[src/rtl/bcd_stopwatch.sv]
// Debounced start/pause/clear keys driving an N-digit up/down BCD counter with a wrap pulse
// and registered active-low 7-segment outputs (gfedcba per digit).
module bcd_stopwatch #(
  parameter int unsigned DIGITS         = 4,
  parameter int unsigned TICK_DIV       = 50_000_000,
  parameter int unsigned DEBOUNCE       = 1_000_000,
  parameter int unsigned KEY_ACTIVE_LOW = 1,
  parameter int unsigned BLANK_LZ       = 0
) (
  input  logic                clk,
  input  logic                rst,
  input  logic                KEY0,
  input  logic                KEY1,
  input  logic                KEY2,
  input  logic                dir,
  output logic [DIGITS*7-1:0] HEX,
  output logic                running,
  output logic                wrap,
  output logic [DIGITS*4-1:0] count
);

  localparam int unsigned   PW       = (TICK_DIV > 1) ? $clog2(TICK_DIV) : 1;
  localparam int unsigned   DW       = (DEBOUNCE > 1) ? $clog2(DEBOUNCE) : 1;
  localparam logic [PW-1:0] PrescMax = PW'(TICK_DIV - 1);
  localparam logic [DW-1:0] DbMax    = DW'(DEBOUNCE - 1);
  // Pin level of a released key; XOR with it normalises to pressed = 1.
  localparam logic [2:0]    KeyIdle  = (KEY_ACTIVE_LOW != 0) ? 3'b111 : 3'b000;

  typedef enum logic [1:0] {StIdle, StRun, StPause} state_e;

  function automatic logic [6:0] seg7(input logic [3:0] d);
    logic [6:0] s;
    case (d)
      4'd0:    s = 7'b1000000;
      4'd1:    s = 7'b1111001;
      4'd2:    s = 7'b0100100;
      4'd3:    s = 7'b0110000;
      4'd4:    s = 7'b0011001;
      4'd5:    s = 7'b0010010;
      4'd6:    s = 7'b0000010;
      4'd7:    s = 7'b1111000;
      4'd8:    s = 7'b0000000;
      4'd9:    s = 7'b0010000;
      default: s = 7'b1111111;
    endcase
    return s;
  endfunction

  function automatic logic [DIGITS*7-1:0] hex_of(input logic [DIGITS*4-1:0] c);
    logic [DIGITS*7-1:0] h;
    logic                upper_zero;
    h          = '0;
    upper_zero = 1'b1;
    for (int i = int'(DIGITS) - 1; i >= 0; i--) begin
      upper_zero = upper_zero && (c[4*i +: 4] == 4'd0);
      if ((BLANK_LZ != 0) && (i != 0) && upper_zero) h[7*i +: 7] = 7'b1111111;
      else                                            h[7*i +: 7] = seg7(c[4*i +: 4]);
    end
    return h;
  endfunction

  // Key path: synchroniser, debouncer, rising-edge event.
  logic [2:0]    sync1_q, sync2_q, pressed, level_q, level_prev_q, key_ev;
  logic [DW-1:0] db_cnt_q [3];

  assign pressed = sync2_q ^ KeyIdle;

  always_ff @(posedge clk) begin
    if (rst) begin
      sync1_q      <= KeyIdle;
      sync2_q      <= KeyIdle;
      level_q      <= '0;
      level_prev_q <= '0;
      for (int k = 0; k < 3; k++) db_cnt_q[k] <= '0;
    end else begin
      sync1_q      <= {KEY2, KEY1, KEY0};
      sync2_q      <= sync1_q;
      level_prev_q <= level_q;
      for (int k = 0; k < 3; k++) begin
        if (pressed[k] == level_q[k]) begin
          db_cnt_q[k] <= '0;
        end else if (db_cnt_q[k] == DbMax) begin
          level_q[k]  <= pressed[k];
          db_cnt_q[k] <= '0;
        end else begin
          db_cnt_q[k] <= db_cnt_q[k] + DW'(1);
        end
      end
    end
  end

  assign key_ev = level_q & ~level_prev_q;

  state_e              state_q;
  logic [PW-1:0]       presc_q;
  logic [DIGITS*4-1:0] count_q, count_nxt;
  logic [DIGITS*7-1:0] hex_q;
  logic                running_q, wrap_q, tick, carry;
  logic [3:0]          digit;

  assign tick = (state_q == StRun) && (presc_q == PrescMax);

  // Ripple increment/decrement; carry out of the top digit marks a wrap.
  always_comb begin
    count_nxt = count_q;
    carry     = 1'b1;
    digit     = '0;
    for (int i = 0; i < int'(DIGITS); i++) begin
      digit = count_q[4*i +: 4];
      if (carry) begin
        if (!dir) begin
          if (digit >= 4'd9) digit = 4'd0;
          else begin
            digit = digit + 4'd1;
            carry = 1'b0;
          end
        end else begin
          if (digit == 4'd0) digit = 4'd9;
          else begin
            digit = digit - 4'd1;
            carry = 1'b0;
          end
        end
      end
      count_nxt[4*i +: 4] = digit;
    end
  end

  always_ff @(posedge clk) begin
    if (rst) begin
      state_q   <= StIdle;
      running_q <= 1'b0;
      presc_q   <= '0;
      count_q   <= '0;
      wrap_q    <= 1'b0;
      hex_q     <= hex_of('0);
    end else begin
      wrap_q <= 1'b0;
      hex_q  <= hex_of(count_q);
      if (state_q == StRun) presc_q <= tick ? '0 : presc_q + PW'(1);
      if (tick) begin
        count_q <= count_nxt;
        wrap_q  <= carry;
      end
      // Only the highest-priority event acts, even when it is ignored in this state.
      if (key_ev[2]) begin
        state_q   <= StIdle;
        running_q <= 1'b0;
        presc_q   <= '0;
        count_q   <= '0;
        wrap_q    <= 1'b0;
      end else if (key_ev[1]) begin
        if (state_q == StRun) begin
          state_q   <= StPause;
          running_q <= 1'b0;
        end
      end else if (key_ev[0]) begin
        if (state_q == StIdle) begin
          state_q   <= StRun;
          running_q <= 1'b1;
          presc_q   <= '0;
        end else if (state_q == StPause) begin
          state_q   <= StRun;
          running_q <= 1'b1;
        end
      end
    end
  end

  assign HEX     = hex_q;
  assign running = running_q;
  assign wrap    = wrap_q;
  assign count   = count_q;

endmodule

[config.mk]
export PLATFORM = sky130hd
export DESIGN_NAME = bcd_stopwatch
export DESIGN_NICKNAME = d
export VERILOG_FILES = /design/src/rtl/bcd_stopwatch.sv
export SDC_FILE = /design/constraint.sdc
export NUM_CORES = 1
export LEC_CHECK = 0
export ABC_AREA = 1
export BUFFER_PORTS_ARGS = -buffer_cell sky130_fd_sc_hd__buf_2
export CAP_MARGIN = 40
export CORE_ASPECT_RATIO = 0.75
export CORE_UTILIZATION = 55
export CTS_CLUSTER_SIZE = 28
export DETAILED_ROUTE_END_ITERATION = 8
export HOLD_SLACK_MARGIN = 0.06
export PLACE_DENSITY = 0.72
export SLEW_MARGIN = 10
export SYNTH_ARGS = -nofsm -noshare
export SYNTH_HDL_FRONTEND = slang
export SYNTH_SLANG_ARGS = --single-unit
[constraint.sdc]
create_clock -name clk -period 1.8 [get_ports clk]
set_input_delay 0.09 -clock clk [delete_from_list [all_inputs] [get_ports clk]]
set_output_delay 0.09 -clock clk [all_outputs]
set_load 0.01 [all_outputs]
==> impl_metrics.env <==
export IMPL_final_layout_size_suffix_gt1_share_pct=22.30
export IMPL_ys_seq_area_share_pct=44.94
export IMPL_global_route_usage_total_pct=25.71
export IMPL_grt_overflow=0
export IMPL_timing_critical_path_fanout_max=9
export IMPL_peak_ir_drop_on_the_vdd_network_mv=0.6292
export IMPL_worst_clock_skew_ns=0.007381
export IMPL_holdCritPathClass="input pin to register"
export IMPL_netlist_instances=1026
export IMPL_setup_worst_path_end_class="register"
export IMPL_critPathBufInv=2
export IMPL_yosys_warnings=0
export IMPL_timing_critical_path_slowest_cell_delay_ns=0.43
export IMPL_required_ns=1.97
export IMPL_core_um2=13800
export IMPL_die_area_um2=14660
export IMPL_routed_wl_um=19390
export IMPL_buffer_ports_inserted=51
export IMPL_clock_power_share_pct=50.0
export IMPL_detail_route_vias_per_cell=5.265
export IMPL_grt_max_degree=30
export IMPL_cp_cell_sequence="ha_2 -> nand2_2 -> inv_2 -> nand2_4 -> nor3_4 -> nand4_1 -> nand2_4 -> clkbuf_16 -> a21oi_1"
export IMPL_htree_num_levels=4
export IMPL_power_density_of_the_placed_cells_nw_per_um2=757.8
export IMPL_start_util_pct=56.50
export IMPL_drc=0
export IMPL_clkLatencyLatePin_ns=0.42
export IMPL_postSynthAreaPerCell_um2=7.597
export IMPL_dr_first_iter_drc_count=615
export IMPL_pre_cts_slack_ns=-0.1177
export IMPL_wl_per_cell_um=13.68
export IMPL_rsz0062_at_grt="true"
export IMPL_antenna_cells=0
export IMPL_place_congestion=0.8966
export IMPL_global_route_wire_length_before_repair_um=30260
export IMPL_tritoncts="yes"
export IMPL_cp_top_family="simple AND/OR/NAND/NOR gates"
export IMPL_numCtsBuffers=17
export IMPL_tritoncts_num_sinks=145
export IMPL_final_max_slew_viol_count=0
export IMPL_die_w_um=139.5
export IMPL_finalWorstSetupSlack_ns=-0.1025
export IMPL_failed_checks="setup timing"
export IMPL_critPathMostFrequentCell="sky130_fd_sc_hd__nand2_4"
export IMPL_nets=1262
export IMPL_area_delta_synth_final_pct=31.89
export IMPL_p_leak_nw=4.427
export IMPL_antenna_violations_before_repair=0
export IMPL_p_int_w=0.006184
export IMPL_outcome="complete, but fails checks"
export IMPL_worst_setup_hold_path_clk_slew_ns=0.06
export IMPL_reported_max_cap_violation_count=0
export IMPL_synth_edff_count=60
export IMPL_comb_power_share_pct=4.5
export IMPL_dp_hpwl_um=12980
export IMPL_cts_root_buffer="sky130_fd_sc_hd__clkbuf_16"
export IMPL_clk_path_buf_depth=2
export IMPL_io_pin_count=52
export IMPL_seq_power_share_pct=45.5
export IMPL_cell_area_after_synthesis_um2=7795
export IMPL_via_count=7461
export IMPL_fin_cells=1417
export IMPL_grt_pass1_vias=6475
export IMPL_critical_path_slowest_cell="sky130_fd_sc_hd__edfxtp_1"
export IMPL_switching_share_pct=20.63
export IMPL_post_synth_num_cell_types=42
export IMPL_max_clock_freq_ghz=0.5256
export IMPL_period_share_pct=105.7
export IMPL_timing_hold_ws_ns=0.1352
export IMPL_postSynth_asyncResetShare_pct=0
export IMPL_start_kind="register"
export IMPL_worst_endpoint_arrival_ns=2.07
export IMPL_yosys_most_used_dff="sky130_fd_sc_hd__dfxtp_1"
export IMPL_die_y_um=105.1
export IMPL_finalInstanceArea_um2=10280
export IMPL_placement_cell_area_um2=9025
export IMPL_finalHoldViolations=0
export IMPL_setup_worst_path_class="register to register"
export IMPL_dp_cells=1367
export IMPL_fp_row_count=37
export IMPL_finalSetupViolCount=20
export IMPL_ant_nets=0
export IMPL_drt_pass1_iter_count=5
export IMPL_post_layout_total_power_w=0.007791
export IMPL_postSynthRegisterBits=145
export IMPL_netSwitchingPower_w=0.001607
export IMPL_final_period_minus_worst_setup_slack_ns=1.903
==> routing by layer <==
metal | routed length [um] | vias to the layer above | global-route usage [%]
met5 | 0 | - | 0
met4 | 287 | 0 | 6.032
met3 | 1358 | 30 | 6.508
met2 | 8438 | 282 | 38.55
met1 | 9304 | 3395 | 36.97
li1 | - | 3754 | -
==> registers in the layout, summed over array words and instances (netlist names) <==
signal / flops
sync1_q: 3
presc_q: 26
state_q: 2
HEX: 28
level_q: 3
db_cnt_q: 60
wrap: 1
sync2_q: 3
count: 16
level_prev_q: 3
==> per-stage QoR <==
step	setup TNS [ns]	utilization [%]
2_1_floorplan	0	-
3_3_place_gp	-0.07502	65.42
3_5_place_dp	-1.450	65.42
4_1_cts	0	70.51
5_1_grt	-3.439	74.52
6_report	-1.677	74.52
==> area by class of cell <==
class	instances	area, um2
Clock inverter	14	217.7
Multi-Input combinational cell	803	4358
Sequential cell	145	3511
Tap cell	175	219.0
Timing Repair Buffer	147	1110
Inverter	115	436.7
Clock buffer	18	429.2
Fill cell	1038	3515
==> synthesized netlist by cell type, types with 4 or more instances <==
master,count,share of area (%)
sky130_fd_sc_hd__nand4_1,27,2.2
sky130_fd_sc_hd__nand3_1,62,4.0
sky130_fd_sc_hd__o22ai_1,4,0.32
sky130_fd_sc_hd__inv_1,107,5.2
sky130_fd_sc_hd__nor3b_1,8,0.77
sky130_fd_sc_hd__nor3_1,28,1.8
sky130_fd_sc_hd__edfxtp_1,60,23
sky130_fd_sc_hd__nor4_1,6,0.48
sky130_fd_sc_hd__nor2_2,7,0.56
sky130_fd_sc_hd__a31oi_1,8,0.64
sky130_fd_sc_hd__o21ai_0,46,3.0
sky130_fd_sc_hd__dfxtp_1,85,22
sky130_fd_sc_hd__buf_2,7,0.45
sky130_fd_sc_hd__clkbuf_1,15,0.72
sky130_fd_sc_hd__nor2_1,167,8.0
sky130_fd_sc_hd__or2_2,12,0.96
sky130_fd_sc_hd__a21oi_1,69,4.4
sky130_fd_sc_hd__ha_1,27,4.3
sky130_fd_sc_hd__xnor2_1,11,1.2
sky130_fd_sc_hd__o21a_1,4,0.39
sky130_fd_sc_hd__o211ai_1,5,0.48
sky130_fd_sc_hd__inv_2,6,0.29
sky130_fd_sc_hd__xor2_1,20,2.2
sky130_fd_sc_hd__nand2_1,212,10
==> worst min-delay path: cells and delay by family <==
kind          cells  cell delay [ns]
buf+inv           3             0.34
simple gates      1             0.09
==> cells by family after synthesis <==
group                      count (synthesis)  share of synthesized area (%)
buffers and inverters                    138                          6.806
other                                      1                        0.04811
AOI/OAI and AO/OA                        144                          10.02
adders and majority gates                 27                          4.334
and+or+nand+nor                          540                          30.37
xor gates and xnor gates                  31                          3.483
DFF                                      145                          44.94
==> power by group through the flow <==
| stage | registers, W | clock network [W] | logic (W) |
|---|---|---|---|
| 2_1_floorplan | 0.00359 | 0 | 0.000180 |
| 3_3_place_gp | 0.00361 | 0 | 0.000260 |
| 3_5_place_dp | 0.00361 | 0 | 0.000263 |
| 4_1_cts | 0.00354 | 0.00394 | 0.000276 |
| 5_1_grt | 0.00355 | 0.00407 | 0.000384 |
| 6_report | 0.00355 | 0.00390 | 0.000347 |
==> final timing paths <==
check            startpoint        endpoint  slack [ns]  depth (start not counted)
max          db_cnt_q[0][1]  db_cnt_q[0][3]       -0.10                          9
min                     rst         HEX[13]        0.14                          4
max reg2reg  db_cnt_q[0][1]  db_cnt_q[0][3]       -0.10                          9
min reg2reg      sync1_q[0]      sync2_q[0]        0.42                          1
==> cell usage in the layout, fill, tap and decap left out, types with 19 or more instances in the layout <==
master	n
sky130_fd_sc_hd__a21oi_1	60
sky130_fd_sc_hd__buf_2	51
sky130_fd_sc_hd__buf_4	81
sky130_fd_sc_hd__clkbuf_16	21
sky130_fd_sc_hd__conb_1	60
sky130_fd_sc_hd__dfxtp_1	81
sky130_fd_sc_hd__edfxtp_1	60
sky130_fd_sc_hd__ha_1	24
sky130_fd_sc_hd__inv_1	104
sky130_fd_sc_hd__nand2_1	202
sky130_fd_sc_hd__nand3_1	57
sky130_fd_sc_hd__nand4_1	27
sky130_fd_sc_hd__nor2_1	144
sky130_fd_sc_hd__nor3_1	19
sky130_fd_sc_hd__o21ai_0	41
sky130_fd_sc_hd__xor2_1	19
==> timing repair <==
action | CTS | global route
cloned | 0 | 6
hold buffers | 3 | 0
hold endpoints to repair | 3 | 0
pin swaps | 0 | 26
gates resized for setup | 4 | 100
setup buffers | 2 | 7
setup endpoints to repair | 31 | 88
No activity file was read; power rests on OpenSTA's default activity.
